$ cat src/rtl/dma_frame_ring_pkg.sv
// Shared types and the slot address helper for the frame-buffer ring scheduler.
package dma_ring_pkg;

   typedef enum logic [1:0] {
      Idle,
      Issue,
      Busy
   } ring_state_t;

   localparam int unsigned MaxAddrBits = 64;

   // Computed wide; callers truncate to their own address width.
   function automatic logic [MaxAddrBits-1:0] slot_addr(input logic [MaxAddrBits-1:0] base,
                                                        input logic [31:0] idx,
                                                        input int unsigned shift);
      return base + ({32'b0, idx} << shift);
   endfunction

endpackage

$ cat src/rtl/dma_frame_ring_if.sv
// Bundles the writer, consumer and status signals of dma_frame_ring.
interface dma_frame_ring_if #(
   parameter int unsigned AddrBits = 32,
   parameter int unsigned NumSlots = 4
);
   localparam int unsigned IdxBits = $clog2(NumSlots);

   logic                enable;
   logic [AddrBits-1:0] base_addr;
   logic                cfg_valid;
   logic                cfg_ready;
   logic [AddrBits-1:0] cfg_addr;
   logic                dma_done;
   logic                frm_valid;
   logic                frm_ready;
   logic [IdxBits-1:0]  frm_slot;
   logic [AddrBits-1:0] frm_addr;
   logic                rel_valid;
   logic                full;
   logic                rel_err;
   logic [31:0]         frames;

   // Ring side.
   modport master (
      input  enable, base_addr, cfg_ready, dma_done, frm_ready, rel_valid,
      output cfg_valid, cfg_addr, frm_valid, frm_slot, frm_addr, full, rel_err, frames
   );

   // Writer/consumer side.
   modport slave (
      output enable, base_addr, cfg_ready, dma_done, frm_ready, rel_valid,
      input  cfg_valid, cfg_addr, frm_valid, frm_slot, frm_addr, full, rel_err, frames
   );

endinterface

$ cat src/rtl/dma_frame_ring_ptr.sv
// Wrapping ring pointer; the extra MSB distinguishes full from empty.
module ring_ptr #(
   parameter int unsigned Width = 3
) (
   input  logic             clk,
   input  logic             rst,
   input  logic             inc_i,
   output logic [Width-1:0] ptr_o
);

   logic [Width-1:0] ptr_q, ptr_d;

   always_comb begin
      ptr_d = ptr_q;
      if (inc_i) begin
         ptr_d = ptr_q + Width'(1);
      end
   end

   always_ff @(posedge clk) begin
      if (rst) begin
         ptr_q <= '0;
      end else begin
         ptr_q <= ptr_d;
      end
   end

   assign ptr_o = ptr_q;

endmodule

$ cat src/rtl/dma_frame_ring.sv
// Frame-buffer ring scheduler: issues slot addresses to the DMA writer, publishes
// completed slots in order and stalls while every slot is filling or held.
module dma_frame_ring
   import dma_ring_pkg::*;
#(
   parameter int unsigned AddrBits  = 32,
   parameter int unsigned NumSlots  = 4,
   parameter int unsigned SlotBytes = 4096
) (
   input logic            clk,
   input logic            rst,
   dma_frame_ring_if.master bus
);

   localparam int unsigned IdxBits   = $clog2(NumSlots);
   localparam int unsigned PtrBits   = IdxBits + 1;
   localparam int unsigned SlotShift = $clog2(SlotBytes);

   ring_state_t         state_q, state_d;
   logic [AddrBits-1:0] base_q, base_d;
   logic [AddrBits-1:0] cfg_addr_q, cfg_addr_d;
   logic                cfg_valid_q, cfg_valid_d;
   logic                rel_err_q, rel_err_d;
   logic [31:0]         frames_q, frames_d;

   logic               fill_inc, hand_inc, free_inc;
   logic [PtrBits-1:0] fill_ptr, hand_ptr, free_ptr, hand_next;
   logic [PtrBits:0]   occ_raw, occ;
   logic               full, frm_valid, rel_accept;

   ring_ptr #(.Width(PtrBits)) u_fill_ptr (
      .clk   (clk),
      .rst   (rst),
      .inc_i (fill_inc),
      .ptr_o (fill_ptr)
   );

   ring_ptr #(.Width(PtrBits)) u_hand_ptr (
      .clk   (clk),
      .rst   (rst),
      .inc_i (hand_inc),
      .ptr_o (hand_ptr)
   );

   ring_ptr #(.Width(PtrBits)) u_free_ptr (
      .clk   (clk),
      .rst   (rst),
      .inc_i (free_inc),
      .ptr_o (free_ptr)
   );

   // The slot being written counts as occupied while the frame is in flight.
   always_comb begin
      occ_raw = {1'b0, fill_ptr - free_ptr} + (PtrBits + 1)'(state_q == Busy);
      occ     = (occ_raw > (PtrBits + 1)'(NumSlots)) ? (PtrBits + 1)'(NumSlots) : occ_raw;
      full    = (occ == (PtrBits + 1)'(NumSlots));
   end

   assign frm_valid = (hand_ptr != fill_ptr);
   assign hand_inc  = frm_valid && bus.frm_ready;
   assign hand_next = hand_ptr + PtrBits'(hand_inc);

   // Post-increment hand pointer lets a slot be taken and released in one cycle.
   assign rel_accept = bus.rel_valid && (free_ptr != hand_next);
   assign free_inc   = rel_accept;
   assign rel_err_d  = rel_err_q | (bus.rel_valid & ~rel_accept);

   always_comb begin
      state_d     = state_q;
      base_d      = base_q;
      cfg_addr_d  = cfg_addr_q;
      cfg_valid_d = cfg_valid_q;
      frames_d    = frames_q;
      fill_inc    = 1'b0;
      unique case (state_q)
         Idle: begin
            if (bus.enable && !full) begin
               state_d     = Issue;
               cfg_valid_d = 1'b1;
               // Base may only move while no slot is filled or held.
               if (fill_ptr == free_ptr) begin
                  base_d     = bus.base_addr;
                  cfg_addr_d = AddrBits'(slot_addr(MaxAddrBits'(bus.base_addr),
                                                   32'(fill_ptr[IdxBits-1:0]), SlotShift));
               end else begin
                  cfg_addr_d = AddrBits'(slot_addr(MaxAddrBits'(base_q),
                                                   32'(fill_ptr[IdxBits-1:0]), SlotShift));
               end
            end
         end
         Issue: begin
            if (bus.cfg_ready) begin
               state_d     = Busy;
               cfg_valid_d = 1'b0;
            end
         end
         Busy: begin
            if (bus.dma_done) begin
               state_d  = Idle;
               fill_inc = 1'b1;
               frames_d = frames_q + 32'd1;
            end
         end
         default: state_d = Idle;
      endcase
   end

   always_ff @(posedge clk) begin
      if (rst) begin
         state_q     <= Idle;
         base_q      <= '0;
         cfg_addr_q  <= '0;
         cfg_valid_q <= 1'b0;
         rel_err_q   <= 1'b0;
         frames_q    <= '0;
      end else begin
         state_q     <= state_d;
         base_q      <= base_d;
         cfg_addr_q  <= cfg_addr_d;
         cfg_valid_q <= cfg_valid_d;
         rel_err_q   <= rel_err_d;
         frames_q    <= frames_d;
      end
   end

   assign bus.cfg_valid = cfg_valid_q;
   assign bus.cfg_addr  = cfg_addr_q;
   assign bus.frm_valid = frm_valid;
   assign bus.frm_slot  = hand_ptr[IdxBits-1:0];
   assign bus.frm_addr  = AddrBits'(slot_addr(MaxAddrBits'(base_q),
                                              32'(hand_ptr[IdxBits-1:0]), SlotShift));
   assign bus.full      = full;
   assign bus.rel_err   = rel_err_q;
   assign bus.frames    = frames_q;

endmodule

$ cat src/flat_wrapper.sv
// flat-port wrapper written by rule: the top's interface ports become plain ports
module dma_frame_ring_flat import dma_ring_pkg::*;
#(
   parameter int unsigned AddrBits  = 32,
   parameter int unsigned NumSlots  = 4,
   parameter int unsigned SlotBytes = 4096
)
  (clk, rst, bus_enable, bus_base_addr, bus_cfg_ready, bus_dma_done, bus_frm_ready, bus_rel_valid, bus_cfg_valid, bus_cfg_addr, bus_frm_valid, bus_frm_slot, bus_frm_addr, bus_full, bus_rel_err, bus_frames);
  dma_frame_ring_if #(.AddrBits(AddrBits), .NumSlots(NumSlots)) bus_i ();
  input logic clk;
  input logic rst;
  input wire logic [$bits(bus_i.enable)-1:0] bus_enable;
  input wire logic [$bits(bus_i.base_addr)-1:0] bus_base_addr;
  input wire logic [$bits(bus_i.cfg_ready)-1:0] bus_cfg_ready;
  input wire logic [$bits(bus_i.dma_done)-1:0] bus_dma_done;
  input wire logic [$bits(bus_i.frm_ready)-1:0] bus_frm_ready;
  input wire logic [$bits(bus_i.rel_valid)-1:0] bus_rel_valid;
  output wire logic [$bits(bus_i.cfg_valid)-1:0] bus_cfg_valid;
  output wire logic [$bits(bus_i.cfg_addr)-1:0] bus_cfg_addr;
  output wire logic [$bits(bus_i.frm_valid)-1:0] bus_frm_valid;
  output wire logic [$bits(bus_i.frm_slot)-1:0] bus_frm_slot;
  output wire logic [$bits(bus_i.frm_addr)-1:0] bus_frm_addr;
  output wire logic [$bits(bus_i.full)-1:0] bus_full;
  output wire logic [$bits(bus_i.rel_err)-1:0] bus_rel_err;
  output wire logic [$bits(bus_i.frames)-1:0] bus_frames;
  assign bus_i.enable = bus_enable;
  assign bus_i.base_addr = bus_base_addr;
  assign bus_i.cfg_ready = bus_cfg_ready;
  assign bus_i.dma_done = bus_dma_done;
  assign bus_i.frm_ready = bus_frm_ready;
  assign bus_i.rel_valid = bus_rel_valid;
  assign bus_cfg_valid = bus_i.cfg_valid;
  assign bus_cfg_addr = bus_i.cfg_addr;
  assign bus_frm_valid = bus_i.frm_valid;
  assign bus_frm_slot = bus_i.frm_slot;
  assign bus_frm_addr = bus_i.frm_addr;
  assign bus_full = bus_i.full;
  assign bus_rel_err = bus_i.rel_err;
  assign bus_frames = bus_i.frames;
  dma_frame_ring #(.AddrBits(AddrBits), .NumSlots(NumSlots), .SlotBytes(SlotBytes)) u_core (.clk(clk), .rst(rst), .bus(bus_i));
endmodule
$ cat config.mk
export PLATFORM = sky130hd
export DESIGN_NAME = dma_frame_ring_flat
export DESIGN_NICKNAME = d
export VERILOG_FILES = /design/src/rtl/dma_frame_ring_pkg.sv /design/src/rtl/dma_frame_ring_if.sv /design/src/rtl/dma_frame_ring_ptr.sv /design/src/rtl/dma_frame_ring.sv /design/src/flat_wrapper.sv
export SDC_FILE = /design/constraint.sdc
export NUM_CORES = 1
export LEC_CHECK = 0
export ABC_AREA = 1
export BUFFER_PORTS_ARGS = -buffer_cell sky130_fd_sc_hd__buf_2
export CAP_MARGIN = 20
export CORE_MARGIN = 8
export CORE_UTILIZATION = 55
export DETAILED_ROUTE_END_ITERATION = 8
export PLACE_DENSITY = 0.8
export SYNTH_ARGS = -nofsm -noshare
export SYNTH_HDL_FRONTEND = slang
export SYNTH_SLANG_ARGS = --single-unit
$ cat constraint.sdc
create_clock -name clk -period 3.55 [get_ports clk]
set_input_delay 0 -clock clk [delete_from_list [all_inputs] [get_ports clk]]
set_output_delay 0 -clock clk [all_outputs]
set_load 0.02 [all_outputs]
==> results.sh <==
export IMPL_outcome="completed"
export IMPL_ios=141
export IMPL_endpoint_kind="output pin"
export IMPL_gp_congestion=0.932
export IMPL_synth_main_ff_cell="dfxtp_1"
export IMPL_finalHoldViolCount=0
export IMPL_crit_arrival_ns=3.07
export IMPL_cts_buffers=9
export IMPL_dieArea_um2=15700
export IMPL_dpl_cell_area_um2=7200
export IMPL_synth_nets=1052
export IMPL_mostFrequentLayoutCells="nand2_1 (286), buf_2 (140), inv_1 (116)"
export IMPL_total_leakage_power_nw=3.79
export IMPL_syn_inst=996
export IMPL_yosysWarningCount=0
export IMPL_fin_crit_sh_pct=86.5
export IMPL_hold_ws_ns=0.0109
export IMPL_final_area_um2=7860
export IMPL_die_h_um=125
export IMPL_grt_pass1_vias=6305
export IMPL_synth_distinct_cells=37
export IMPL_start_util_pct=55.4
export IMPL_cap_violations=0
export IMPL_final_nets=1194
export IMPL_cts_sink_count=109
export IMPL_grt_ovfl_total=0
export IMPL_cp_cell_sequence="ha_1 > inv_1 > fa_1 > nor3_2 > nand4_1 > nor2_1 > nand2_1 > nor2_1 > nand2_1 > nor2_1 > xor2_1 > buf_2"
export IMPL_syn_avg_cell_area_um2=6.60
export IMPL_path_clk_slew_ns=0.08
export IMPL_r2r_cells=15
export IMPL_whs_endpoint="u_core.bus.rel_err"
export IMPL_drive_gt1_share_pct=17.4
export IMPL_path_common_cell="nor2_1"
export IMPL_synth_edf_count=0
export IMPL_die_w_um=125
export IMPL_vias=6764
export IMPL_grt_pass1_wl_mm=30.0
export IMPL_clockRootBuffer="clkbuf_16"
export IMPL_skew_ns=0.00934
export IMPL_antenna_left=0
export IMPL_hp_class="in2reg"
export IMPL_core_area_um2=11900
export IMPL_via_per_inst=5.24
export IMPL_cp_top_family="simple AND/OR/NAND/NOR gates"
export IMPL_irDropWorstVdd_mv=0.450
export IMPL_drt_iter0_drc=584
export IMPL_seq_area_frac_synth_pct=33.2
export IMPL_max_slew_margin_pct=42.3
export IMPL_rows=40
export IMPL_antenna_found_initial=1
export IMPL_worst_r2r_setup_slack_ns=0.66
export IMPL_setup_violations=0
export IMPL_dp_hpwl_mm=13.3
export IMPL_max_freq_mhz=326
export IMPL_fin_tns_setup_ns=0
export IMPL_grt_usage_pct=23.1
export IMPL_tightest_slew_ns=0.865
export IMPL_required_ns=3.55
export IMPL_r2r_start="u_core.u_fill_ptr.ptr_o[0]"
export IMPL_clk_latency_ns=0.36
export IMPL_rsz0062_at_grt="false"
export IMPL_wl_per_cell_um=14.3
export IMPL_io_buffers=140
export IMPL_grt_max_degree=50
export IMPL_post_cts_buffers=0
export IMPL_slowest_delay_ns=0.50
export IMPL_route_detailed_drc=0
export IMPL_cts_resized=0
export IMPL_tritoncts="done"
export IMPL_ys_ff_latch=109
export IMPL_area_growth_pct=19.5
export IMPL_hp_start="bus_rel_valid"
export IMPL_cts_buffer_depth=2
export IMPL_hold_depth=3
export IMPL_dr_pass1_iters=5
export IMPL_power_density_nw_per_um2=665
export IMPL_h_tree_depth=3
export IMPL_final_common_cell="nand2_1"
export IMPL_fin_crit_ns=3.07
export IMPL_critical_path_class="reg2out"
export IMPL_path_max_fanout=7
export IMPL_routed_wl_mm=18.5
export IMPL_hold_buffers=35
export IMPL_slew_violations=0
export IMPL_worst_setup_path_start_kind="flip-flop"
export IMPL_ys_async_sr_fraction_pct=0
export IMPL_cp_slowest_cell="dfxtp_1"
export IMPL_regToRegEndpoint="u_core.bus.cfg_addr[26]"
export IMPL_cp_buffers_inverters=2
export IMPL_synth_area_um2=6580
## kinds of logic (layout without fill, tap and decap cells)
group / after synthesis / in the layout / synth area share [%]
AO/OA/AOI/OAI: 145 / 145 / 11.6
XOR/XNOR: 39 / 39 / 5.19
adder cells (fa/ha/maj): 17 / 17 / 3.58
buffers and inverters: 174 / 321 / 11.7
flip-flops: 109 / 109 / 33.2
other: 0 / 1 / 0
AND/OR/NAND/NOR: 512 / 512 / 34.7
## worst max path at each step
stage,start,to,slack (ns),depth (start not counted)
after floorplan,u_core.u_fill_ptr.ptr_o[0],u_core.bus.cfg_addr[26],0.61,18
after global placement,u_core.u_fill_ptr.ptr_o[0],u_core.bus.cfg_addr[26],0.82,15
after detailed placement,u_core.u_fill_ptr.ptr_o[0],u_core.bus.cfg_addr[26],0.69,15
after CTS,u_core.u_hand_ptr.ptr_o[0],bus_frm_addr[28],0.55,12
after global routing,u_core.u_hand_ptr.ptr_o[0],bus_frm_addr[28],0.32,12
final,u_core.u_hand_ptr.ptr_o[0],bus_frm_addr[28],0.48,12
## routing by layer
layer	up-vias	wire, µm	part of all wire, %	track usage (%)
met5	-	0	0	0
met4	0	452	2.4	8.95
met3	35	1140	6.2	4.63
met2	233	9280	50	41.9
met1	3075	7580	41	25.9
li1	3421	-	-	-
## area by class of cell
class                   count  area, µm²
clock inverters             6       71.3
well taps                 147        184
fillers                  1091       4010
clock buffers              10        229
repair buffers            182       1100
multi-input cells         713       3620
diodes                      1       2.50
flip-flops and latches    109       2180
inverters                 123        462
## report_power, final
| part | total (mW) | switching [mW] | internal (mW) |
|---|---|---|---|
| clock | 1.03 | 0.479 | 0.553 |
| sequential | 1.81 | 0.286 | 1.52 |
| combinational | 2.39 | 1.63 | 0.757 |
| total | 5.22 | 2.39 | 2.83 |
## synthesized netlist by cell type (2+ instances only)
library cell  instances  area share (%)
nand2_1             286              16
inv_1               116             6.6
dfxtp_1             109              33
nor2_1               86             4.9
a21oi_1              78             5.9
nand3_1              63             4.8
o21ai_0              48             3.7
xor2_1               28             3.7
nor3_1               25             1.9
buf_4                18             2.1
clkbuf_1             14            0.80
ha_1                 14             2.7
nand4_1              13             1.2
o21a_1               12             1.4
xnor2_1              11             1.5
buf_2                10            0.76
nand2_2               9            0.86
inv_2                 7            0.40
buf_6                 5            0.86
o21ai_1               5            0.38
nor2_2                4            0.38
nor4_1                4            0.38
buf_1                 3            0.17
fa_1                  3            0.91
nand3_2               3            0.46
nand3b_1              3            0.34
nor2_4                3            0.51
nor3b_1               3            0.34
nand2_4               2            0.34
nand3_4               2            0.53
nor3_2                2            0.30
nor4_4                2            0.65
## worst register-to-register path, stage by stage (launching register included)
cell,delay [ns]
dfxtp_1,0.40
inv_1,0.10
ha_1,0.29
nand2_1,0.08
inv_2,0.08
nand3_4,0.17
o21ai_0,0.25
ha_1,0.20
inv_1,0.05
fa_1,0.48
nor3_2,0.32
nand3_1,0.10
nand2_1,0.08
nand3_1,0.07
nand2_1,0.08
inv_1,0.04
## sequential cells by signal, summed over array words and instances, names as in the netlist
signal and count:
u_core.bus.frames 32, u_core.state_q 2, u_core.bus.cfg_addr 32, u_core.u_fill_ptr.ptr_o 3
u_core.bus.cfg_valid 1, u_core.u_free_ptr.ptr_o 3, u_core.bus.rel_err 1, u_core.u_hand_ptr.ptr_o 3
u_core.base_q 32
## metrics by stage
stage	util [%]	setup slack [ns]	power, mW	cells
after floorplan	-	0.609	3.54	996
after global placement	60.7	0.817	4.13	1239
after detailed placement	60.7	0.691	4.16	1239
after CTS	66.2	0.554	5.22	1290
after global routing	66.2	0.321	5.58	1291
final	66.2	0.479	5.22	1291
No activity file was read; power rests on OpenSTA's default activity.
